--- config.mk ---
export PLATFORM = sky130hd
export DESIGN_NAME = clkout_fwd_flat
export DESIGN_NICKNAME = d
export VERILOG_FILES = /design/src/rtl/clkout_fwd_if.sv /design/src/rtl/clkout_fwd.sv /design/src/flat_wrapper.sv
export SDC_FILE = /design/constraint.sdc
export NUM_CORES = 1
export LEC_CHECK = 0
export ABC_CLOCK_PERIOD_IN_PS = 3100
export CELL_PAD_IN_SITES_DETAIL_PLACEMENT = 0
export CELL_PAD_IN_SITES_GLOBAL_PLACEMENT = 1
export CORE_MARGIN = 3
export CORE_UTILIZATION = 46
export CTS_CLUSTER_DIAMETER = 40
export CTS_CLUSTER_SIZE = 24
export DETAILED_ROUTE_END_ITERATION = 8
export GPL_TIMING_DRIVEN = 0
export PLACE_DENSITY = 0.8
export SETUP_SLACK_MARGIN = 0.05
export SLEW_MARGIN = 20
export SYNTH_ARGS = -nofsm -noshare
export SYNTH_HDL_FRONTEND = slang
export SYNTH_SLANG_ARGS = --single-unit
--- constraint.sdc ---
create_clock -name usb_clk -period 3.1 [get_ports usb_clk]
set_input_delay 0.62 -clock usb_clk [delete_from_list [all_inputs] [get_ports usb_clk]]
set_output_delay 0.62 -clock usb_clk [all_outputs]
set_load 0.01 [all_outputs]
--- src/rtl/clkout_fwd_if.sv ---
// clkout_fwd request/status bundle.
// The slave side is the clock generator, the master side is its controller.
interface clkout_fwd_if #(
    parameter int DIV_WIDTH = 8,
    parameter int CNT_WIDTH = 16
);
    logic                 enable;
    logic [DIV_WIDTH-1:0] div_value;
    logic                 div_load;
    logic                 clkout;
    logic                 clkout_rise;
    logic                 div_ack;
    logic                 div_pending;
    logic                 running;
    logic [CNT_WIDTH-1:0] rise_count;

    modport master (
        output enable, div_value, div_load,
        input  clkout, clkout_rise, div_ack,
        input  div_pending, running, rise_count
    );

    modport slave (
        input  enable, div_value, div_load,
        output clkout, clkout_rise, div_ack,
        output div_pending, running, rise_count
    );
endinterface

--- src/rtl/clkout_fwd.sv ---
// Programmable glitch-free forwarded clock generator.
// Divide changes and start/stop take effect only at period boundaries.
module clkout_fwd #(
    parameter int DIV_WIDTH = 8,
    parameter int DIV_RESET = 1,
    parameter int CNT_WIDTH = 16
) (
    input  logic         usb_clk,
    input  logic         reset_n,
    clkout_fwd_if.slave  bus
);
    localparam logic [DIV_WIDTH-1:0] DIV_RST = DIV_WIDTH'(DIV_RESET);

    typedef enum logic [1:0] {
        IDLE      = 2'd0,
        RUN       = 2'd1,
        STOP_PEND = 2'd2
    } state_t;

    state_t               state_q, state_d;
    logic                 clkout_q, clkout_d;
    logic                 rise_q, rise_d;
    logic                 ack_q, ack_d;
    logic                 pending_q, pending_d;
    logic                 running_q, running_d;
    logic [CNT_WIDTH-1:0] cnt_q, cnt_d;
    logic [DIV_WIDTH-1:0] half_cnt_q, half_cnt_d;
    logic [DIV_WIDTH-1:0] div_active_q, div_active_d;
    logic [DIV_WIDTH-1:0] div_next_q, div_next_d;

    // Next-state: phase counting, boundary-aligned divide swap and start/stop.
    always_comb begin
        state_d      = state_q;
        clkout_d     = clkout_q;
        rise_d       = 1'b0;
        ack_d        = 1'b0;
        pending_d    = pending_q;
        cnt_d        = cnt_q;
        half_cnt_d   = half_cnt_q;
        div_active_d = div_active_q;
        div_next_d   = div_next_q;

        unique case (state_q)
            IDLE: begin
                clkout_d   = 1'b0;
                half_cnt_d = '0;
                if (pending_q) begin
                    div_active_d = div_next_q;
                    ack_d        = 1'b1;
                    pending_d    = 1'b0;
                end
                if (bus.enable) begin
                    state_d  = RUN;
                    clkout_d = 1'b1;
                    rise_d   = 1'b1;
                    cnt_d    = cnt_q + 1'b1;
                end
            end
            RUN, STOP_PEND: begin
                state_d = bus.enable ? RUN : STOP_PEND;
                if (half_cnt_q == div_active_q) begin
                    half_cnt_d = '0;
                    if (clkout_q) begin
                        clkout_d = 1'b0;
                    end else begin
                        if (pending_q) begin
                            div_active_d = div_next_q;
                            ack_d        = 1'b1;
                            pending_d    = 1'b0;
                        end
                        if (bus.enable) begin
                            clkout_d = 1'b1;
                            rise_d   = 1'b1;
                            cnt_d    = cnt_q + 1'b1;
                        end else begin
                            state_d = IDLE;
                        end
                    end
                end else begin
                    half_cnt_d = half_cnt_q + 1'b1;
                end
            end
            default: begin
                state_d  = IDLE;
                clkout_d = 1'b0;
            end
        endcase

        // A load always wins over the clear of an apply in the same cycle.
        if (bus.div_load) begin
            div_next_d = bus.div_value;
            pending_d  = 1'b1;
        end

        running_d = (state_d != IDLE);
    end

    // State and registered outputs; reset forces clkout low at once.
    always_ff @(posedge usb_clk or negedge reset_n) begin
        if (!reset_n) begin
            state_q      <= IDLE;
            clkout_q     <= 1'b0;
            rise_q       <= 1'b0;
            ack_q        <= 1'b0;
            pending_q    <= 1'b0;
            running_q    <= 1'b0;
            cnt_q        <= '0;
            half_cnt_q   <= '0;
            div_active_q <= DIV_RST;
            div_next_q   <= DIV_RST;
        end else begin
            state_q      <= state_d;
            clkout_q     <= clkout_d;
            rise_q       <= rise_d;
            ack_q        <= ack_d;
            pending_q    <= pending_d;
            running_q    <= running_d;
            cnt_q        <= cnt_d;
            half_cnt_q   <= half_cnt_d;
            div_active_q <= div_active_d;
            div_next_q   <= div_next_d;
        end
    end

    assign bus.clkout      = clkout_q;
    assign bus.clkout_rise = rise_q;
    assign bus.div_ack     = ack_q;
    assign bus.div_pending = pending_q;
    assign bus.running     = running_q;
    assign bus.rise_count  = cnt_q;
endmodule

--- src/flat_wrapper.sv ---
// flat-port wrapper written by rule: the top's interface ports become plain ports
module clkout_fwd_flat 
#(
    parameter int DIV_WIDTH = 8,
    parameter int DIV_RESET = 1,
    parameter int CNT_WIDTH = 16
)
  (usb_clk, reset_n, bus_enable, bus_div_value, bus_div_load, bus_clkout, bus_clkout_rise, bus_div_ack, bus_div_pending, bus_running, bus_rise_count);
  clkout_fwd_if #(.DIV_WIDTH(DIV_WIDTH), .CNT_WIDTH(CNT_WIDTH)) bus_i ();
  input  logic usb_clk;
  input  logic reset_n;
  input wire logic [$bits(bus_i.enable)-1:0] bus_enable;
  input wire logic [$bits(bus_i.div_value)-1:0] bus_div_value;
  input wire logic [$bits(bus_i.div_load)-1:0] bus_div_load;
  output wire logic [$bits(bus_i.clkout)-1:0] bus_clkout;
  output wire logic [$bits(bus_i.clkout_rise)-1:0] bus_clkout_rise;
  output wire logic [$bits(bus_i.div_ack)-1:0] bus_div_ack;
  output wire logic [$bits(bus_i.div_pending)-1:0] bus_div_pending;
  output wire logic [$bits(bus_i.running)-1:0] bus_running;
  output wire logic [$bits(bus_i.rise_count)-1:0] bus_rise_count;
  assign bus_i.enable = bus_enable;
  assign bus_i.div_value = bus_div_value;
  assign bus_i.div_load = bus_div_load;
  assign bus_clkout = bus_i.clkout;
  assign bus_clkout_rise = bus_i.clkout_rise;
  assign bus_div_ack = bus_i.div_ack;
  assign bus_div_pending = bus_i.div_pending;
  assign bus_running = bus_i.running;
  assign bus_rise_count = bus_i.rise_count;
  clkout_fwd #(.DIV_WIDTH(DIV_WIDTH), .DIV_RESET(DIV_RESET), .CNT_WIDTH(CNT_WIDTH)) u_core (.usb_clk(usb_clk), .reset_n(reset_n), .bus(bus_i));
endmodule
**Word level (Yosys, flattened, before mapping)**

Cells that the tools add are included.

- $add $sub $neg: 2
- Equality and inequality tests: 7
- Mux-type cells: 30
- Reduce and logical (&&, ||, !) cells: 7

Operator list:

| cell | number |
|---|---|
| $mux W16 | 3 |
| $mux W8 | 4 |
| $pmux W16 S2 | 1 |
| $pmux W8 S2 | 2 |
| $add A16 B1 Y16 const B | 1 |
| $mux W1 | 10 |
| $mux W2 | 5 |
| $add A8 B1 Y8 const B | 1 |
| $eq A8 B8 Y1 | 1 |
| $pmux W1 S2 | 4 |
| $reduce_and A3 Y1 | 2 |
| $pmux W2 S2 | 1 |
| $reduce_bool A2 Y1 | 2 |
| $ne A3 B2 Y1 const B | 1 |
| $ne A3 B3 Y1 const B | 1 |
| $reduce_bool A3 Y1 | 1 |
| $eq A2 B1 Y1 const B | 1 |
| $eq A2 B2 Y1 const B | 1 |
| $logic_not A2 Y1 | 1 |
| $ne A2 B1 Y1 const B | 1 |
| $ne A2 B2 Y1 const B | 1 |
| $reduce_or A2 Y1 | 1 |

- Register bits after elaboration: 47
- Logic and storage cells: 56

**Logic depth before layout (Yosys ltp)**

- Depth in word-level cells: 6
- Depth in mapped cells: 7

**Worst setup path after synthesis**

OpenSTA, ideal clock, no wires.

- Path type: reg2reg
- Start: register u_core.div_active_q[0]
- End: register u_core.div_active_q[1]
- Setup time: 125 ps
- Arrival time: 1686 ps
- Data required time: 2975 ps
- Slack: 1289 ps
- Cell stages (with the launch flop): 6
- Path buffers: 0
- Clock period less this slack: 1811 ps
- Cell sequence: dfstp_2 > xnor2_1 > nand4_1 > o31ai_4 > nand3b_4 > mux2_2

- Word-level cells in the longest chain between the ends: 3

RTL lines:

| item | RTL line | source |
|---|---|---|
| start, declared | clkout_fwd.sv:28 | `logic [DIV_WIDTH-1:0] div_active_q, div_active_d;` |
| start signal, assigned | clkout_fwd.sv:120 | `div_active_q <= div_active_d;` |
| $eq A8 B8 Y1 | clkout_fwd.sv:61 | `if (half_cnt_q == div_active_q) begin` |
| $ne A2 B1 Y1 (no line) | - |  |
| $reduce_and A3 Y1 (no line) | - |  |

No other way between the ends.
A chain may end at the register's enable or synchronous reset.

**Worst setup path after layout**

- Start: register u_core.state_q[0]
- End: register u_core.cnt_q[9], in the netlist u_core.bus.rise_count[9]

- Word-level cells in the longest chain between the ends: 4
- Elaborated cells on any way between the ends: 9
- Those cells by class: eq/ne: 4; mux: 1; reduce/logical: 4

RTL lines:

| item | RTL line | source |
|---|---|---|
| start, declared | clkout_fwd.sv:20 | `state_t state_q, state_d;` |
| start signal, assigned | clkout_fwd.sv:112 | `state_q <= state_d;` |
| $eq A2 B1 Y1 or $eq A2 B2 Y1 (tied branches) | clkout_fwd.sv:43 | `unique case (state_q)` |
| $reduce_or A2 Y1 | clkout_fwd.sv:43 |  |
| $ne A2 B2 Y1 (no line), or another cell as far along | - |  |
| $reduce_and A3 Y1 (no line) | - |  |
| end signal, assigned | clkout_fwd.sv:118 | `cnt_q <= cnt_d;` |
| end, declared | clkout_fwd.sv:26 | `logic [CNT_WIDTH-1:0] cnt_q, cnt_d;` |

Several ways; a longest one is shown, not always the timed one.

==> impl_metrics.py <==
metrics = {
    "worst_setup_path": {
        "cp_data_required_time_ns": 3.28,
        "worstSetupPathType": "register to register",
        "cp.arrival_ns": 2.43,
        "crit_fanout": 10,
        "end_kind": "register",
        "crit_chain": "ha_1, clkbuf_1, nor2b_1, clkbuf_1, clkbuf_1, nand4_1, xnor2_1",
        "worstSetupStartpointType": "register",
        "cpMaxStageDelayCell": "dfrtp_1",
        "critPathMaxStageDelay_ns": 0.40,
        "ff2ff_path_depth": 7,
        "cp_common_cell": "clkbuf_1",
    },
    "sta": {
        "worst_pin_slew_ns": 0.7023,
        "hold_viol_final": 0,
        "period_share": 0.7245,
        "drv_slew": 0,
        "hold_ws_ns": 0.3674,
        "rsz0062_at_grt": "false",
        "fmax_mhz": 445.2,
        "period_minus_slack_ns": 2.246,
        "finalSetupViolCount": 0,
        "worst_slack_ns": 0.8540,
        "setup-tns-final_ns": 0,
        "skew_ns": 0.007561,
        "slew_headroom": 0.5318,
    },
    "drt": {
        "wl_per_cell_um": 15.42,
        "dr.pass1.iters": 4,
        "top_layer_used": "met4",
        "wl_met3_um": 139,
        "vias_per_cell": 5.360,
        "wl_mm": 4.116,
        "drt_first_iter_violations": 104,
        "met1_length_mm": 1.972,
        "vias": 1431,
        "dr_wl_met2_mm": 1.953,
        "drc_errors": 0,
        "drtAntennaViolNets": 0,
    },
    "finish": {
        "nFillCells": 365,
        "syn2layout_area_growth_pct": 24.05,
        "seq_area_um2": 1179,
        "nNetsFinal": 230,
        "fin_area_um2": 2659,
        "multi_input_area_um2": 923.4,
        "antenna_cells": 0,
        "drive_gt1_frac": 0.1581,
    },
    "synth": {
        "synth_fa_ha_area_frac": 0.02335,
        "synth_cell_types": 29,
        "synthArstFlopShare": 1.000,
        "yosys-top-cells-count": "dfrtp_1, xnor2_1, mux2_2, nand4_1",
        "synthMostInstantiatedCell": "dfrtp_1",
        "yosys.area_share.xor_xnor": 0.1226,
        "synth_top_area_frac": 0.5254,
        "post_synth_mux_area_share": 0.09866,
        "synth_cells": 175,
        "syn-mean-instance-area_um2": 12.25,
        "seq_area_frac_synth": 0.5499,
        "synth_top_family_by_area": "simple AND/OR/NAND/NOR gates",
        "synth_edf_count": 0,
        "syn_area_um2": 2143,
        "ys_seq_elements": 47,
        "syn-num-nets": 191,
        "synth_flop_cell": "dfrtp_1",
        "synth_area_leaders": "dfrtp_1, xnor2_1, mux2_2",
        "yosys.area.top_type": "dfrtp_1",
        "ys_warn_count": 0,
        "synthSimpleGateAreaFrac": 0.1524,
        "synth_compound_area_frac": 0.03386,
    },
    "cts": {
        "clockBufferDepth": 2,
        "cts_buffers": 5,
        "clkLatencyLatePin_ns": 0.29,
        "cts.sinks": 47,
        "cts.repair.resized": 0,
        "post_cts_buffers": 0,
        "cts_tree": "yes",
        "root_buffer": "clkbuf_8",
        "ctsHoldBuffers": 0,
        "cts.reportedPaths.clkPinSlew_ns": 0.09,
        "htree_levels": 2,
    },
    "floorplan": {
        "core_um2": 4414,
        "core.rowCount": 24,
        "die_h_um": 74.26,
        "initial_utilization": 0.4855,
        "die_x_um": 74.26,
        "fp.dieArea_um2": 5515,
        "io-pin-count": 33,
    },
    "run": {
        "maxCapViolations": 0,
    },
    "status": {
        "outcome": "complete, no violations",
    },
    "placed_design": {
        "pre_cts_slack_ns": 0.5910,
        "port_buffers": 31,
        "gp_congestion": 0.7988,
        "placed_cell_area_um2": 2541,
        "hpwl_mm": 3.021,
    },
    "min_path": {
        "hold_class": "primary input to async pin",
    },
    "global_route": {
        "grt_usage": 0.1736,
        "grt_pass1_wl_mm": 7.383,
        "grt_antenna_before_repair": 0,
        "overflow": 0,
        "grt_pass1_vias": 1560,
        "grt_max_degree": 31,
    },
    "power_and_ir_drop": {
        "total_power_mw": 2.273,
        "p_leak_nw": 1.130,
        "ir_drop_mv": 0.5720,
        "powerDensity_nw_per_um2": 854.8,
    },
}
==> flip-flops by register name, indices dropped and copies added (netlist names) <==
register,count
u_core.bus.div_ack,1
u_core.bus.div_pending,1
u_core.bus.clkout,1
u_core.bus.running,1
u_core.bus.clkout_rise,1
u_core.div_next_q,8
u_core.state_q,2
u_core.bus.rise_count,16
u_core.half_cnt_q,8
u_core.div_active_q,8
==> layer usage <==
metal	vias to the layer above	GRT usage
met4	0	0.05929
li1	677	-
met1	722	0.2476
met5	-	0
met2	26	0.2667
met3	6	0.03514
==> cell type report <==
| cell class | count | share of cell area |
|---|---|---|
| plain buffers | 6 | 0.01129 |
| clock buffers | 6 | 0.03106 |
| clock inverters | 2 | 0.01318 |
| inverters | 3 | 0.004235 |
| multi-input cells | 119 | 0.3473 |
| flip-flops and latches | 47 | 0.4433 |
| well taps | 52 | 0.02447 |
| repair buffers | 32 | 0.1252 |
==> worst max-delay path: cells and delay by family, from the launching register on <==
family / cells / cell delay (ns)
flip-flops: 1 / 0.40
XOR/XNOR: 1 / 0.17
AND/OR/NAND/NOR: 2 / 0.35
adder cells (fa/ha/maj): 1 / 0.21
buffers and inverters: 3 / 1.00
==> report_power, final <==
part	switching, mW	internal, mW
Sequential	0.138	0.781
Combinational	0.433	0.464
Clock	0.195	0.261
==> final timing paths <==
kind                                             endpoint  slack, ns                 startpoint
worst max-delay path             u_core.bus.rise_count[9]       0.85          u_core.state_q[0]
worst min-delay path                 u_core.half_cnt_q[2]       0.37                    reset_n
worst max register to register   u_core.bus.rise_count[9]       0.85          u_core.state_q[0]
worst min register to register  u_core.bus.rise_count[15]       0.48  u_core.bus.rise_count[15]
max in group asynchronous        u_core.bus.rise_count[8]       2.20                    reset_n
min in group usb_clk            u_core.bus.rise_count[15]       0.48  u_core.bus.rise_count[15]
==> kinds of logic (layout without fill, tap and decap cells) <==
family          after synthesis  in the layout
compound gates                9              9
xor+xnor                     30             30
buf+inv                       9             49
fa+ha+maj                     4              4
mux                          19             19
simple gates                 57             57
flops                        47             47
==> stage by stage <==
step           utilization  std cells
2_1_floorplan            -        175
3_3_place_gp        0.5706        258
3_5_place_dp        0.5757        259
4_1_cts             0.6023        267
5_1_grt             0.6023        267
6_report            0.6023        267
==> placed cells by master, fill, tap and decap left out, types with 4 or more instances in the layout <==
| master | n |
|---|---|
| clkbuf_8 | 6 |
| nor2_1 | 10 |
| nor2b_1 | 5 |
| xnor2_1 | 28 |
| mux2_2 | 17 |
| nand2_1 | 7 |
| and3_1 | 10 |
| dfrtp_1 | 45 |
| nand4_1 | 11 |
| clkdlybuf4s50_1 | 30 |
| nand3_1 | 6 |
| ha_1 | 4 |
| clkbuf_1 | 5 |
No activity file was read; power rests on OpenSTA's default activity.
